File: src/rtl/fir_out_sink.sv
// rtl/fir_out_sink.sv - FIR output capture with runtime decimation and FWFT buffering
module fir_out_sink #(
    parameter int DATA_W  = 16,
    parameter int DEPTH   = 8,
    parameter int DECIM_W = 8
) (
    input  logic                     clk,
    input  logic                     rst,
    input  logic [DATA_W-1:0]        fir_data,
    input  logic                     fir_ready,
    input  logic [DECIM_W-1:0]       decim,
    input  logic                     clear,
    output logic [DATA_W-1:0]        m_data,
    output logic                     m_valid,
    input  logic                     m_ready,
    output logic [$clog2(DEPTH):0]   level,
    output logic                     overflow,
    output logic [15:0]              drop_cnt
);
    localparam int AW = $clog2(DEPTH);
    localparam logic [AW:0]        LVL_ZERO  = '0;
    localparam logic [AW:0]        LVL_ONE   = {{AW{1'b0}}, 1'b1};
    localparam logic [AW:0]        LVL_FULL  = (AW+1)'(DEPTH);
    localparam logic [AW-1:0]      PTR_ONE   = {{(AW-1){1'b0}}, 1'b1};
    localparam logic [DECIM_W-1:0] DECIM_ONE = {{(DECIM_W-1){1'b0}}, 1'b1};

    logic [DATA_W-1:0]  mem [DEPTH];
    logic [AW-1:0]      wr_ptr, rd_ptr, rd_ptr_nxt;
    logic [AW:0]        level_q, level_nxt;
    logic [DECIM_W-1:0] dcnt, dcnt_nxt;
    logic [DATA_W-1:0]  head_q, head_nxt;
    logic               keep, pop, push, drop, full;

    always_comb begin
        full = (level_q == LVL_FULL);
        keep = fir_ready && (dcnt == '0);
        pop  = (level_q != LVL_ZERO) && m_ready && !clear;
        push = keep && !clear && (!full || pop);
        drop = keep && !clear && full && !pop;

        dcnt_nxt = dcnt;
        if (clear) begin
            dcnt_nxt = '0;
        end else if (fir_ready) begin
            // A factor lowered below the running count wraps immediately rather than sticking.
            if (decim <= DECIM_ONE || dcnt >= decim - DECIM_ONE)
                dcnt_nxt = '0;
            else
                dcnt_nxt = dcnt + DECIM_ONE;
        end

        level_nxt = level_q;
        if (clear)
            level_nxt = LVL_ZERO;
        else if (push && !pop)
            level_nxt = level_q + LVL_ONE;
        else if (pop && !push)
            level_nxt = level_q - LVL_ONE;

        rd_ptr_nxt = pop ? rd_ptr + PTR_ONE : rd_ptr;

        // Head is registered so it holds its last value when the FIFO drains.
        head_nxt = head_q;
        if (!clear) begin
            if (push && (level_q == LVL_ZERO || (level_q == LVL_ONE && pop)))
                head_nxt = fir_data;
            else if (level_nxt != LVL_ZERO)
                head_nxt = mem[rd_ptr_nxt];
        end
    end

    always_ff @(posedge clk) begin
        if (push)
            mem[wr_ptr] <= fir_data;
    end

    always_ff @(posedge clk or posedge rst) begin
        if (rst) begin
            dcnt     <= '0;
            wr_ptr   <= '0;
            rd_ptr   <= '0;
            level_q  <= '0;
            head_q   <= '0;
            overflow <= 1'b0;
            drop_cnt <= '0;
        end else if (clear) begin
            dcnt     <= '0;
            wr_ptr   <= '0;
            rd_ptr   <= '0;
            level_q  <= '0;
            overflow <= 1'b0;
            drop_cnt <= '0;
        end else begin
            dcnt    <= dcnt_nxt;
            level_q <= level_nxt;
            rd_ptr  <= rd_ptr_nxt;
            head_q  <= head_nxt;
            if (push)
                wr_ptr <= wr_ptr + PTR_ONE;
            if (drop) begin
                overflow <= 1'b1;
                if (drop_cnt != 16'hFFFF)
                    drop_cnt <= drop_cnt + 16'd1;
            end
        end
    end

    assign m_data  = head_q;
    assign m_valid = (level_q != LVL_ZERO);
    assign level   = level_q;
endmodule

File: config.mk
export PLATFORM = sky130hd
export DESIGN_NAME = fir_out_sink
export DESIGN_NICKNAME = d
export VERILOG_FILES = /design/src/rtl/fir_out_sink.sv
export SDC_FILE = /design/constraint.sdc
export NUM_CORES = 1
export LEC_CHECK = 0
export BUFFER_PORTS_ARGS = -buffer_cell sky130_fd_sc_hd__buf_2
export CAP_MARGIN = 20
export CORE_MARGIN = 4
export CORE_UTILIZATION = 64
export DETAILED_ROUTE_END_ITERATION = 8
export PLACE_DENSITY = 0.85
export SETUP_SLACK_MARGIN = 0.1
export SYNTH_ARGS = -nofsm -noshare
export SYNTH_HDL_FRONTEND = slang
export SYNTH_SLANG_ARGS = --single-unit
File: constraint.sdc
create_clock -name clk -period 4.3 [get_ports clk]
set_input_delay 0.215 -clock clk [delete_from_list [all_inputs] [get_ports clk]]
set_output_delay 0.215 -clock clk [all_outputs]
set_load 0.005 [all_outputs]
==> results summary, run 1 <==
The run finished, with violations left. The final reports fail on negative hold slack. The worst setup path is launched from a register. Yosys mapped the design onto 61 distinct sky130hd cell types. The cell area power density came out at 487 mW/mm^2. The count of final max-slew check failures came out at 0. Clock tree synthesis found a total of 179 sinks. The first global-routing pass estimated 28800 microns of wire. Headroom to the max-slew limit came out at 28.6%. The H-tree was split into 4 levels.

Global routing used 34.6% of the available met1 tracks. The share of the cycle needed by the critical path after routing is 77.9%. The worst hold path class is in -> async.

The number of antenna violations at the first check in global routing came out at 0. The count of unresolved DRC violations after routing came out at 0. The top-area cell type share of the netlist area came out at 48.1%. The total number of yosys warnings is 0. The core region is 0.0121 sq mm.

The starting density of the core came out at 65.9%. The clock buffer count from CTS is 17. Setup repair after global routing left no endpoint under its margin. The master of the slowest instance on the critical path is sky130_fd_sc_hd__nor4_4. The gate count after technology mapping is 572. The aggregate global routing overflow is 0. The cell area after synthesis came out at 0.00799 sq mm. The detailed placer's ending HPWL came out at 11100 microns. Clock-pin slew was measured on the worst setup and hold paths at 0.06 ns. The largest fanout on the critical path came out at 11. The area growth from synthesis to layout came out at 13.7%. The cell sitting at the root of the clock tree is a sky130_fd_sc_hd__clkbuf_16.

Max-cap violations in this run came to 0. The layout cell share with drive strength beyond 1 came out at 23.2%. The count of buffers added on input and output ports is 66.

STA classifies the critical path endpoint as a register. In this run the post-CTS setup repair buffer count came out at 0. The top-level port count came out at 67. The routability-driven placement congestion ratio came out at 0.844.

At the end of the flow, the number of nets in the layout was 695. The initial detailed-routing violation count is 466. The synthesized net count is 620. The average via count per standard cell came out at 6.33.

The final hold violation count was 25. VDD sags by at most 0.000381 V. The slew of the pin with the lowest slew margin came out at 1.07 ns. The maximum clock rate came out at 299 MHz.

Data on the critical path arrives at its endpoint at 3.66 ns. The hold buffer count at cts came out at 0. The global routing usage summed across all routing layers came out at 26.2%.

After synthesis, the cell types taking the most area are sky130_fd_sc_hd__edfxtp_1 48%, sky130_fd_sc_hd__dfrtp_1 16%, sky130_fd_sc_hd__o22ai_1 4.5%. The die outline area is 0.0143 sq mm. The synthesized design spends more area on one cell type than any other, namely sky130_fd_sc_hd__edfxtp_1. The number of non-filler instances in the completed layout is 828. The setup clock skew after layout came out at 0.00727 ns.

Leaving out fill and tap cells, the most frequent cells in the layout are 128 x sky130_fd_sc_hd__edfxtp_1, 66 x sky130_fd_sc_hd__buf_2, 57 x sky130_fd_sc_hd__o22ai_1, 51 x sky130_fd_sc_hd__dfrtp_1, 35 x sky130_fd_sc_hd__nor2_1. The first TritonRoute pass finished after 5 iterations. Prior to clock tree synthesis, the placed netlist has a worst setup slack of 1.00 ns. The setup slack of the critical path after layout came out at 0.950 ns. On the critical path the largest part of the delay comes from simple AND/OR/NAND/NOR gates. The clock tree buffer depth came out at 2. The global routing stage identified its most utilized layer as met2. The post-synthesis register bit count is 179. The number of nets with antenna violations after routing came out at 0. Leaving out fill and tap cells, the most frequent cell in the layout is sky130_fd_sc_hd__edfxtp_1. Entering global routing, the biggest net connects 52 pins. The number of placement rows is 40.

The post-cts sizing count came out at 0. The combined buffer and inverter count along the critical path came out at 2. The setup check on the worst reg-to-reg path leaves a slack of 0.95 ns. The via total after detailed routing is 5240. For met3 alone, demand over resource in global routing was 5.80%. The detailed-route wire length per cell is 21.3 microns. The most used flip-flop cell after synthesis is sky130_fd_sc_hd__edfxtp_1. The signal on the critical path passes through inv_1 -> ha_1 -> nor4b_4 -> nand3_4 -> nor4_4 -> nand2b_1 -> buf_4 -> nor3_2 -> a211o_1 -> mux2_4. The count of inserted antenna diode cells is 0. The synthesized area per cell came out at 14.0 sq um.

The number of flops mapped to enable cells by yosys came out at 128. The overall die width is 120 microns. The cell leakage power came out at 3.50 nW.

The setup path with the least slack is of type reg -> reg. The final layout contains routed wiring with a total length of 17700 microns. The data required time at the worst endpoint came out at 4.61 ns. The final period demand of the worst path came out at 3.35 ns. The clock latency on the worst-skew pair came out at 0.43 ns. Counting tap cells, the placed design contains a total of 796 instances.

The number of endpoints failing setup at the final stage is 0. Hold timing on the final database bottoms out at a slack of -0.0229 ns. The post-synthesis sequential area ratio came out at 64.1%. The largest stage delay on the critical path came out at 0.62 ns. TritonCTS built the clock tree. The height of the die is 120 microns.

For this run, the share of the core covered by cells in the final layout is 74.9%. After routing, the total negative slack on setup checks comes to 0 ns. The async set-reset flop share out of synthesis came out at 28.5%.

The global-route track usage on met2 is 43.4%. The via count of the first global-routing pass was 5466. Counting the fill cells in the layout gives 759.
-- final cells by class --
type / instances / area (sq um) / share of cell area, %
flip-flops and latches: 179 / 5120 / 56.4
multi-input cells: 353 / 2690 / 29.7
clock buffers: 21 / 460 / 5.07
repair buffers: 79 / 428 / 4.71
well taps: 168 / 210 / 2.32
clock inverters: 11 / 101 / 1.12
inverters: 17 / 63.8 / 0.703
-- power breakdown --
group | internal (mW) | leakage, nW | switching (mW)
clock | 0.830 | 0.271 | 0.635
sequential | 1.97 | 1.82 | 0.0987
combinational | 0.420 | 1.41 | 0.468
total | 3.22 | 3.50 | 1.20
-- flip-flops by register name (all words and copies together) (netlist names) --
register / flops
wr_ptr: 3
rd_ptr: 3
m_data: 16
overflow: 1
mem: 128
dcnt: 8
drop_cnt: 16
level: 4
-- final timing paths --
path | startpoint | to | cells after the start
worst max-delay path | dcnt[0]$_DFFE_PP0P_ | m_data[10]$_DFFE_PP0P_ | 10
worst min-delay path | rst | m_data[3]$_DFFE_PP0P_ | 3
worst max register to register | dcnt[0]$_DFFE_PP0P_ | m_data[10]$_DFFE_PP0P_ | 10
worst min register to register | m_data[5]$_DFFE_PP0P_ | m_data[5]$_DFFE_PP0P_ | 1
max in group asynchronous | rst | drop_cnt[3]$_DFFE_PP0P_ | 3
min in group clk | fir_data[6] | mem[3][6]$_DFFE_PP_ | 1
-- kinds of logic after synthesis --
| kind of cell | synth area share, % |
|---|---|
| multiplexers | 6.20 |
| adder cells (fa/ha/maj) | 2.98 |
| XOR/XNOR | 2.74 |
| buffers and inverters | 2.52 |
| AO/OA/AOI/OAI | 10.3 |
| flip-flops | 64.1 |
| AND/OR/NAND/NOR | 11.2 |
-- cells in the mapped netlist, types with 5 or more instances --
cell type / n
sky130_fd_sc_hd__or3_1: 6
sky130_fd_sc_hd__mux2i_1: 15
sky130_fd_sc_hd__edfxtp_1: 128
sky130_fd_sc_hd__and3_1: 6
sky130_fd_sc_hd__mux2_4: 8
sky130_fd_sc_hd__nor3_2: 9
sky130_fd_sc_hd__o22ai_1: 57
sky130_fd_sc_hd__buf_2: 6
sky130_fd_sc_hd__inv_1: 16
sky130_fd_sc_hd__nor2b_1: 5
sky130_fd_sc_hd__a21oi_1: 16
sky130_fd_sc_hd__a21o_1: 5
sky130_fd_sc_hd__dfrtp_1: 51
sky130_fd_sc_hd__mux2_2: 8
sky130_fd_sc_hd__nor2_1: 35
sky130_fd_sc_hd__nand2b_1: 8
sky130_fd_sc_hd__clkbuf_1: 10
sky130_fd_sc_hd__nand3_1: 13
sky130_fd_sc_hd__o21ai_1: 5
sky130_fd_sc_hd__xor2_1: 13
sky130_fd_sc_hd__a211o_1: 14
sky130_fd_sc_hd__nor3_1: 27
sky130_fd_sc_hd__ha_1: 19
sky130_fd_sc_hd__xnor2_1: 12
sky130_fd_sc_hd__mux4_2: 6
sky130_fd_sc_hd__nand2_1: 18
-- through the flow --
step	area (sq um)	hold WS (ns)	total power [mW]
6_report	9080	-0.0229	4.42
5_1_grt	9080	0.0355	4.60
4_1_cts	9080	0.000567	4.43
3_5_place_dp	8520	0.456	2.97
3_3_place_gp	8520	0.437	2.93
2_1_floorplan	7990	0.297	2.68
-- tightest hold or removal path, stage by stage --
cell and delay (ns):
sky130_fd_sc_hd__buf_2 0.10, sky130_fd_sc_hd__inv_2 0.03, sky130_fd_sc_hd__buf_4 0.56
-- routing by layer --
| layer | part of all wire, % | vias to the layer above |
|---|---|---|
| met3 | 6.5 | 31 |
| li1 | - | 2370 |
| met2 | 51 | 197 |
| met4 | 1.8 | 0 |
| met1 | 41 | 2642 |
| met5 | 0 | - |
Note: power is estimated with default switching activity, not from simulation.
==> inputs of run 2 (changes only) <==
--- a/config.mk
+++ b/config.mk
@@ -5,12 +5,13 @@
 export SDC_FILE = /design/constraint.sdc
 export NUM_CORES = 1
 export LEC_CHECK = 0
+export ABC_AREA = 1
 export BUFFER_PORTS_ARGS = -buffer_cell sky130_fd_sc_hd__buf_2
 export CAP_MARGIN = 20
 export CORE_MARGIN = 4
-export CORE_UTILIZATION = 64
+export CORE_UTILIZATION = 61
 export DETAILED_ROUTE_END_ITERATION = 8
-export PLACE_DENSITY = 0.85
+export PLACE_DENSITY = 0.81
 export SETUP_SLACK_MARGIN = 0.1
 export SYNTH_ARGS = -nofsm -noshare
 export SYNTH_HDL_FRONTEND = slang
==> constraint.sdc (replaced) <==
create_clock -name clk -period 3.4 [get_ports clk]
set_input_delay 0.17 -clock clk [delete_from_list [all_inputs] [get_ports clk]]
set_output_delay 0.17 -clock clk [all_outputs]
set_load 0.005 [all_outputs]
==> run 2 against run 1 <==
Net effect: the run now ends clean; total power is 31% higher; utilization is 5.1 points lower; sequential share of layout area is 6.0 points lower; cell count rose by 48%; non-clock buffer count is 7 higher; design area up 12%; count of clock-buffer cells in the layout up 7; critical path type unchanged.
==> results summary, run 2 <==
The arrival time at the worst endpoint came out at 2.99 ns. The floorplan has 44 rows. The count of inserted antenna diode cells is 0. In this run the deepest clock path goes through 2 buffers. The detailed-route wire length per cell came out at 17.3 microns. The routed wire length on met2 is 10100 microns. The area growth from synthesis to layout is 12.0%. The die outline area came out at 0.0169 sq mm.

The number of hold buffers added after CTS was 1. The net count of the finished layout came out at 1073. Power spread over the standard cell area amounts to 569 mW/mm^2. The final hold violation count came out at 0.

The cell count after synthesis came out at 956. The run finished with clean final reports. The most frequent standard cell in the layout excluding fill and tap cells is sky130_fd_sc_hd__nand3_1. The data required time at the worst endpoint came out at 3.72 ns. The height of the die came out at 130 microns. Max-cap violations in this run came to 0. For this run, the number of standard cells in the final layout without fillers is 1222. The average via count per standard cell is 5.65. The tree is rooted in a sky130_fd_sc_hd__clkbuf_16. The area of the core is 0.0145 sq mm.

The flip-flop count of the largest register, all copies and words added is 128. The number of levels the H-tree was split into came out at 4. The initial detailed-routing violation count came out at 737. The total cell area at the placement stage is 0.00960 sq mm. More flip-flops sit in one register than any other, and that register is mem. Of all nets on the critical path, the largest fanout is 17. The setup slack of the critical path after layout came out at 0.737 ns. The worst-case hold slack came out at 0.0346 ns. The starting density of the core came out at 62.4%. The synthesized area per cell is 9.48 sq um. The via total after detailed routing is 6907. The total number of yosys warnings came out at 0. The setup slack after placement is 0.827 ns. The wire length of the first global-routing pass came out at 34200 microns. In the synthesized netlist the async set-or-reset flop fraction comes to 28.5%. The number of flops mapped to enable cells by yosys came out at 128.

The utilization after layout is 69.9%. By area the synthesized netlist is led by sky130_fd_sc_hd__edfxtp_1 42%, sky130_fd_sc_hd__dfrtp_1 14%, sky130_fd_sc_hd__nand3_1 11%. The post-cts sizing count is 0. The final period demand of the worst path came out at 2.66 ns. The post-synthesis register bit count came out at 179. The biggest area contributor in the post-synthesis netlist is sky130_fd_sc_hd__edfxtp_1.

Across the routed clock network, the largest skew measured is 0.00940 ns. Setup violations remaining at the end of the flow were counted as 0. The layout cell share with drive strength beyond 1 came out at 16.2%. By startpoint and endpoint, the worst setup path is classified as reg -> reg.

Of the post-synthesis cell area, the dominant cell type holds 42.4%. The number of nets with antenna violations after routing is 0. The pin count of the biggest net entering global routing came out at 49. In the routed design, unresolved DRC markers number 0. The overall die width is 130 microns. The maximum ir drop on the vdd rail came out at 0.000337 V. The count of final max-slew check failures is 0. The number of antenna violations at the first check in global routing is 0. The synthesized net count is 1004. After layout, the worst path uses 78.3% of the clock period. The top-level port count came out at 67. The detailed placer's ending HPWL is 13700 microns. The total power after layout came out at 5.78 mW. The most used flip-flop cell after synthesis is sky130_fd_sc_hd__edfxtp_1.

The wire length the detailed router placed on met1 came out at 8650 microns. Summed over all failing endpoints, the final setup total negative slack is 0 ns. The number of unique standard cell types used by synthesis came out at 42. The headroom to the max-slew limit came out at 56.8%. The via count of the first global-routing pass is 6661. The aggregate global routing overflow is 0.

The total wire length came out at 21200 microns. In this run the top signal layer used is met4. The cell leakage power came out at 4.61 nW.

The cell area after synthesis is 0.00906 sq mm. Among all cell types in the netlist, the one instantiated most often is sky130_fd_sc_hd__nand3_1. Routability-driven placement finished with a final weighted congestion of 0.926. The worst setup path is captured at a register. The buffer count from post-CTS setup fixing is 0. Setup repair after global routing left no endpoint under its margin. TritonCTS built the clock tree. The number of buffers inserted by port buffering came out at 66. In the synthesized netlist, the cells that appear most often are 204 x sky130_fd_sc_hd__nand3_1, 178 x sky130_fd_sc_hd__nand2_1, 157 x sky130_fd_sc_hd__inv_1.

The post-synthesis sequential area ratio is 56.5%. The register clock-pin slew on the reported worst setup and hold paths is 0.07 ns. The clock latency on the worst-skew pair is 0.43 ns. The clock buffer count from CTS came out at 17. In this run, placement finished with an instance count of 1189. The wire length on met3 came out at 1810 microns. The slew of the pin with the lowest slew margin came out at 0.647 ns. The global routing usage summed across all routing layers is 26.5%. The count of clock tree sinks is 179. The detailed-router iteration count before antenna repair came out at 5.

With fillers left out, the area of the finished cells amounts to 0.0102 sq mm. In the layout the commonest cells are 204 x sky130_fd_sc_hd__nand3_1, 178 x sky130_fd_sc_hd__nand2_1, 156 x sky130_fd_sc_hd__inv_1, 128 x sky130_fd_sc_hd__edfxtp_1, 66 x sky130_fd_sc_hd__buf_2. The maximum clock rate came out at 375 MHz. STA classifies the critical path startpoint as a register.

The worst hold path class is in -> reg.
==> run 2: final timing paths <==
| path | cells after the start | slack (ns) | endpoint | start |
|---|---|---|---|---|
| worst max-delay path | 13 | 0.74 | m_data[4]$_DFFE_PP0P_ | level[0]$_DFF_PP0_ |
| worst min-delay path | 1 | 0.03 | mem[3][6]$_DFFE_PP_ | fir_data[6] |
| worst max register to register | 13 | 0.74 | m_data[4]$_DFFE_PP0P_ | level[0]$_DFF_PP0_ |
| worst min register to register | 2 | 0.48 | overflow$_DFFE_PP0P_ | overflow$_DFFE_PP0P_ |
| max in group asynchronous | 4 | 2.45 | wr_ptr[0]$_DFFE_PP0P_ | rst |
| min in group asynchronous | 3 | 0.37 | m_data[9]$_DFFE_PP0P_ | rst |
==> run 2: worst max-delay path: stages, from the launching register on <==
cell                      delay (ns)
sky130_fd_sc_hd__dfrtp_1        0.44
sky130_fd_sc_hd__inv_1          0.17
sky130_fd_sc_hd__ha_1           0.34
sky130_fd_sc_hd__nand2_8        0.11
sky130_fd_sc_hd__nand2_8        0.12
sky130_fd_sc_hd__nand2_2        0.26
sky130_fd_sc_hd__nand2_2        0.45
sky130_fd_sc_hd__nand2_1        0.10
sky130_fd_sc_hd__nand3_1        0.12
sky130_fd_sc_hd__nand3_1        0.12
sky130_fd_sc_hd__nand3_1        0.12
sky130_fd_sc_hd__nand2_1        0.08
sky130_fd_sc_hd__nand2_2        0.07
sky130_fd_sc_hd__nand2_1        0.05
==> run 2: area by class of cell <==
class | instances | area, sq um
fillers | 1078 | 4380
flip-flops and latches | 179 | 5120
well taps | 184 | 230
clock buffers | 28 | 528
repair buffers | 86 | 495
clock inverters | 4 | 21.3
inverters | 164 | 626
multi-input cells | 577 | 3130
==> run 2: kinds of logic (layout without fill, tap and decap cells) <==
family	count (synthesis)	count (layout)	synth area share [%]
fa+ha+maj	19	19	2.62
simple gates	496	496	27.1
flops	179	179	56.5
xor+xnor	12	12	1.16
compound gates	50	50	3.29
buf+inv	200	282	9.37
==> run 2: metal layers <==
metal	track usage (%)	vias to the layer above
li1	-	3331
met1	34.6	3244
met2	42.4	288
met3	7.33	44
met4	10.8	0
met5	0	-
==> run 2: where the power goes <==
part | internal (mW) | switching [mW] | leakage, nW
registers | 2.49 | 0.131 | 1.83
clock network | 1.05 | 0.768 | 0.274
logic | 0.454 | 0.885 | 2.51
total | 4.00 | 1.78 | 4.61
==> inputs of run 3 (changes only) <==
==> constraint.sdc (replaced) <==
create_clock -name clk -period 2.62 [get_ports clk]
set_input_delay 0.131 -clock clk [delete_from_list [all_inputs] [get_ports clk]]
set_output_delay 0.131 -clock clk [all_outputs]
set_load 0.005 [all_outputs]
==> run 3 against run 2 <==
Net effect: worst setup slack worse by 0.52 ns; die area is the same; critical path depth down 2; total power up 32%; sequential power up 28%; critical path type unchanged; critical endpoint is now mem[3][2]$_DFFE_PP_; largest cell class unchanged; largest power group unchanged.
==> results summary, run 3 (synthesis results as in run 2) <==
The number of max-cap violations came out at 0. The final layout contains 1086 nets. Among all stages on the critical path, the largest delay is contributed by sky130_fd_sc_hd__dfrtp_1.

Setup violations remaining at the end of the flow were counted as 0. The total wire length is 22400 microns. The detailed placer's ending HPWL is 14900 microns. The arrival time at the worst endpoint is 2.53 ns. The number of antenna violations at the first check in global routing is 0. STA classifies the critical path endpoint as a register. In this run the vertical extent of the chip is 130 microns. The die outline area came out at 0.0169 sq mm. TritonCTS built the clock tree.

The setup clock skew after layout is 0.00907 ns. The count of unresolved DRC violations after routing is 0. The share of the cycle needed by the critical path after routing is 91.7%. Clock tree synthesis inserted a total of 17 buffers.

The headroom to the max-slew limit came out at 62.1%. The data required time at the worst endpoint came out at 2.74 ns. The final hold violation count is 0.

The pin count of the biggest net entering global routing is 49. The aggregate global routing overflow came out at 0. The layout cell share with drive strength beyond 1 is 17.8%. The cell leakage power came out at 4.72 nW. The number of nets with antenna violations after routing is 0. The die is 130 microns wide. The cell occurring most often along the worst timing path is sky130_fd_sc_hd__inv_1. The via count of the first global-routing pass is 7057. The largest stage delay on the critical path came out at 0.40 ns. Leaving out fill and tap cells, the most frequent cells in the layout are 204 x sky130_fd_sc_hd__nand3_1, 175 x sky130_fd_sc_hd__nand2_1, 156 x sky130_fd_sc_hd__inv_1, 128 x sky130_fd_sc_hd__edfxtp_1, 67 x sky130_fd_sc_hd__buf_2. The number of buffers inserted by port buffering came out at 66. The kind of cell adding the most delay to the critical path is simple AND/OR/NAND/NOR gates. The kind of start point of the critical path is a register. The detailed-route wire length per cell came out at 18.1 microns.

The slew of the pin with the lowest slew margin is 0.567 ns. The critical path is of the reg -> reg type. The clock latency on the worst-skew pair is 0.44 ns.

The detailed-router iteration count before antenna repair came out at 6. The number of levels the H-tree was split into is 4. The library cell used most frequently in the layout, excluding fill and tap cells, is sky130_fd_sc_hd__nand3_1. The tightest min-delay check is of the in -> reg type. Walking the worst path, the cells encountered are inv_1 -> ha_1 -> nand2_1 -> nor2_1 -> inv_1 -> nor2_4 -> nand2_2 -> inv_1 -> nand2_2 -> nor3_4 -> buf_2. The final period demand of the worst path is 2.40 ns. The count of clock tree sinks came out at 179. The wire length of the first global-routing pass is 35400 microns. The maximum ir drop on the vdd rail came out at 0.000539 V.

Routability-driven placement finished with a final weighted congestion of 0.910. The run finished with clean final reports. Global routing used 27.6% of the available tracks. The largest fanout on the critical path is 8.

Power spread over the standard cell area amounts to 732 mW/mm^2. The cell sitting at the root of the clock tree is a sky130_fd_sc_hd__clkbuf_16. The total cell area at the placement stage came out at 0.00977 sq mm.

The combined buffer and inverter count along the critical path came out at 4. The average via count per standard cell is 5.83. Ranked by flip-flop count, first place goes to mem. The count of inserted antenna diode cells is 0. The count of final max-slew check failures came out at 0. The register with the most flip-flops in the layout has 128 of them.

Relative to the synthesized area, the layout overhead comes to 14.8%. The worst-case hold slack is 0.0210 ns. The total power after layout is 7.61 mW. The filler cell count is 1052.

Setup repair after global routing could not meet its margin everywhere. The post-route cell area came out at 0.0104 sq mm. No sink is reached through more buffers than the 2 on the longest clock path. The number of non-filler instances in the completed layout came out at 1234. The via total after detailed routing came out at 7197. The starting density of the core came out at 62.4%. The area of the core came out at 0.0145 sq mm. The first routing iteration left 629 violations. The maximum clock rate is 416 MHz. The top-level port count came out at 67. The number of placement rows is 44. The number of placed cells counting well taps is 1197. The register clock-pin slew on the reported worst setup and hold paths is 0.07 ns. The setup slack after placement came out at 0.201 ns.

The setup slack of the critical path after layout is 0.218 ns.
run 3: changes by cell type in the layout (fill, tap and decap cells not counted), moves of 3 or more:
cell                         change
sky130_fd_sc_hd__clkbuf_8        -4
sky130_fd_sc_hd__clkbuf_1        -5
sky130_fd_sc_hd__buf_12          +7
sky130_fd_sc_hd__nand2_2         +3
sky130_fd_sc_hd__buf_4           +3
sky130_fd_sc_hd__clkinvlp_4      +4
sky130_fd_sc_hd__nand2_1         -3
sky130_fd_sc_hd__nor3_4          +6
sky130_fd_sc_hd__nor3_2          -6
sky130_fd_sc_hd__inv_6           +3
run 3: path summary, 6_finish.rpt:
| path | end | from | cells after the start | slack, ns |
|---|---|---|---|---|
| min | rd_ptr[2]$_DFF_PP0_ | clear | 2 | 0.02 |
| max | mem[3][2]$_DFFE_PP_ | dcnt[0]$_DFFE_PP0P_ | 11 | 0.22 |
| min reg2reg | m_data[15]$_DFFE_PP0P_ | m_data[15]$_DFFE_PP0P_ | 2 | 0.51 |
| max reg2reg | mem[3][2]$_DFFE_PP_ | dcnt[0]$_DFFE_PP0P_ | 11 | 0.22 |
| max in group asynchronous | wr_ptr[2]$_DFFE_PP0P_ | rst | 4 | 1.57 |
| min in group asynchronous | m_data[15]$_DFFE_PP0P_ | rst | 3 | 0.29 |
run 3: per-stage QoR:
| stage | util (%) | setup TNS (ns) |
|---|---|---|
| floorplan | - | -17.39 |
| global placement | 67.2 | 0 |
| detailed placement | 67.2 | 0 |
| CTS | 71.0 | 0 |
| finish | 71.6 | 0 |
| global route | 71.6 | 0 |
run 3: where the power goes:
part	leakage [nW]	internal [mW]	switching, mW	total [mW]
Combinational	2.63	0.670	1.19	1.86
Clock	0.256	1.30	1.10	2.40
Sequential	1.83	3.23	0.121	3.35
Total	4.72	5.20	2.41	7.61
run 3: area by class of cell:
type / count / area, sq um / share of cell area (%)
clock buffer: 18 / 429 / 4.13
clock inverter: 13 / 110 / 1.06
sequential: 179 / 5120 / 49.2
timing repair buffer: 99 / 686 / 6.59
tap: 184 / 230 / 2.21
multi-input combinational: 577 / 3200 / 30.7
inverter: 164 / 628 / 6.04
run 3: layer usage:
layer	track usage, %	share of wire (%)	routed length, microns
met1	32.3	37	8240
met2	47.9	51	11400
met3	5.28	6.6	1470
met4	15.6	5.4	1210
met5	0	0	0
run 3: repair_timing:
action	CTS	global route
resized for setup	0	11
hold endpoints to repair	25	0
setup endpoints to repair	0	101
hold buffers	1	0
buffers inserted	0	4
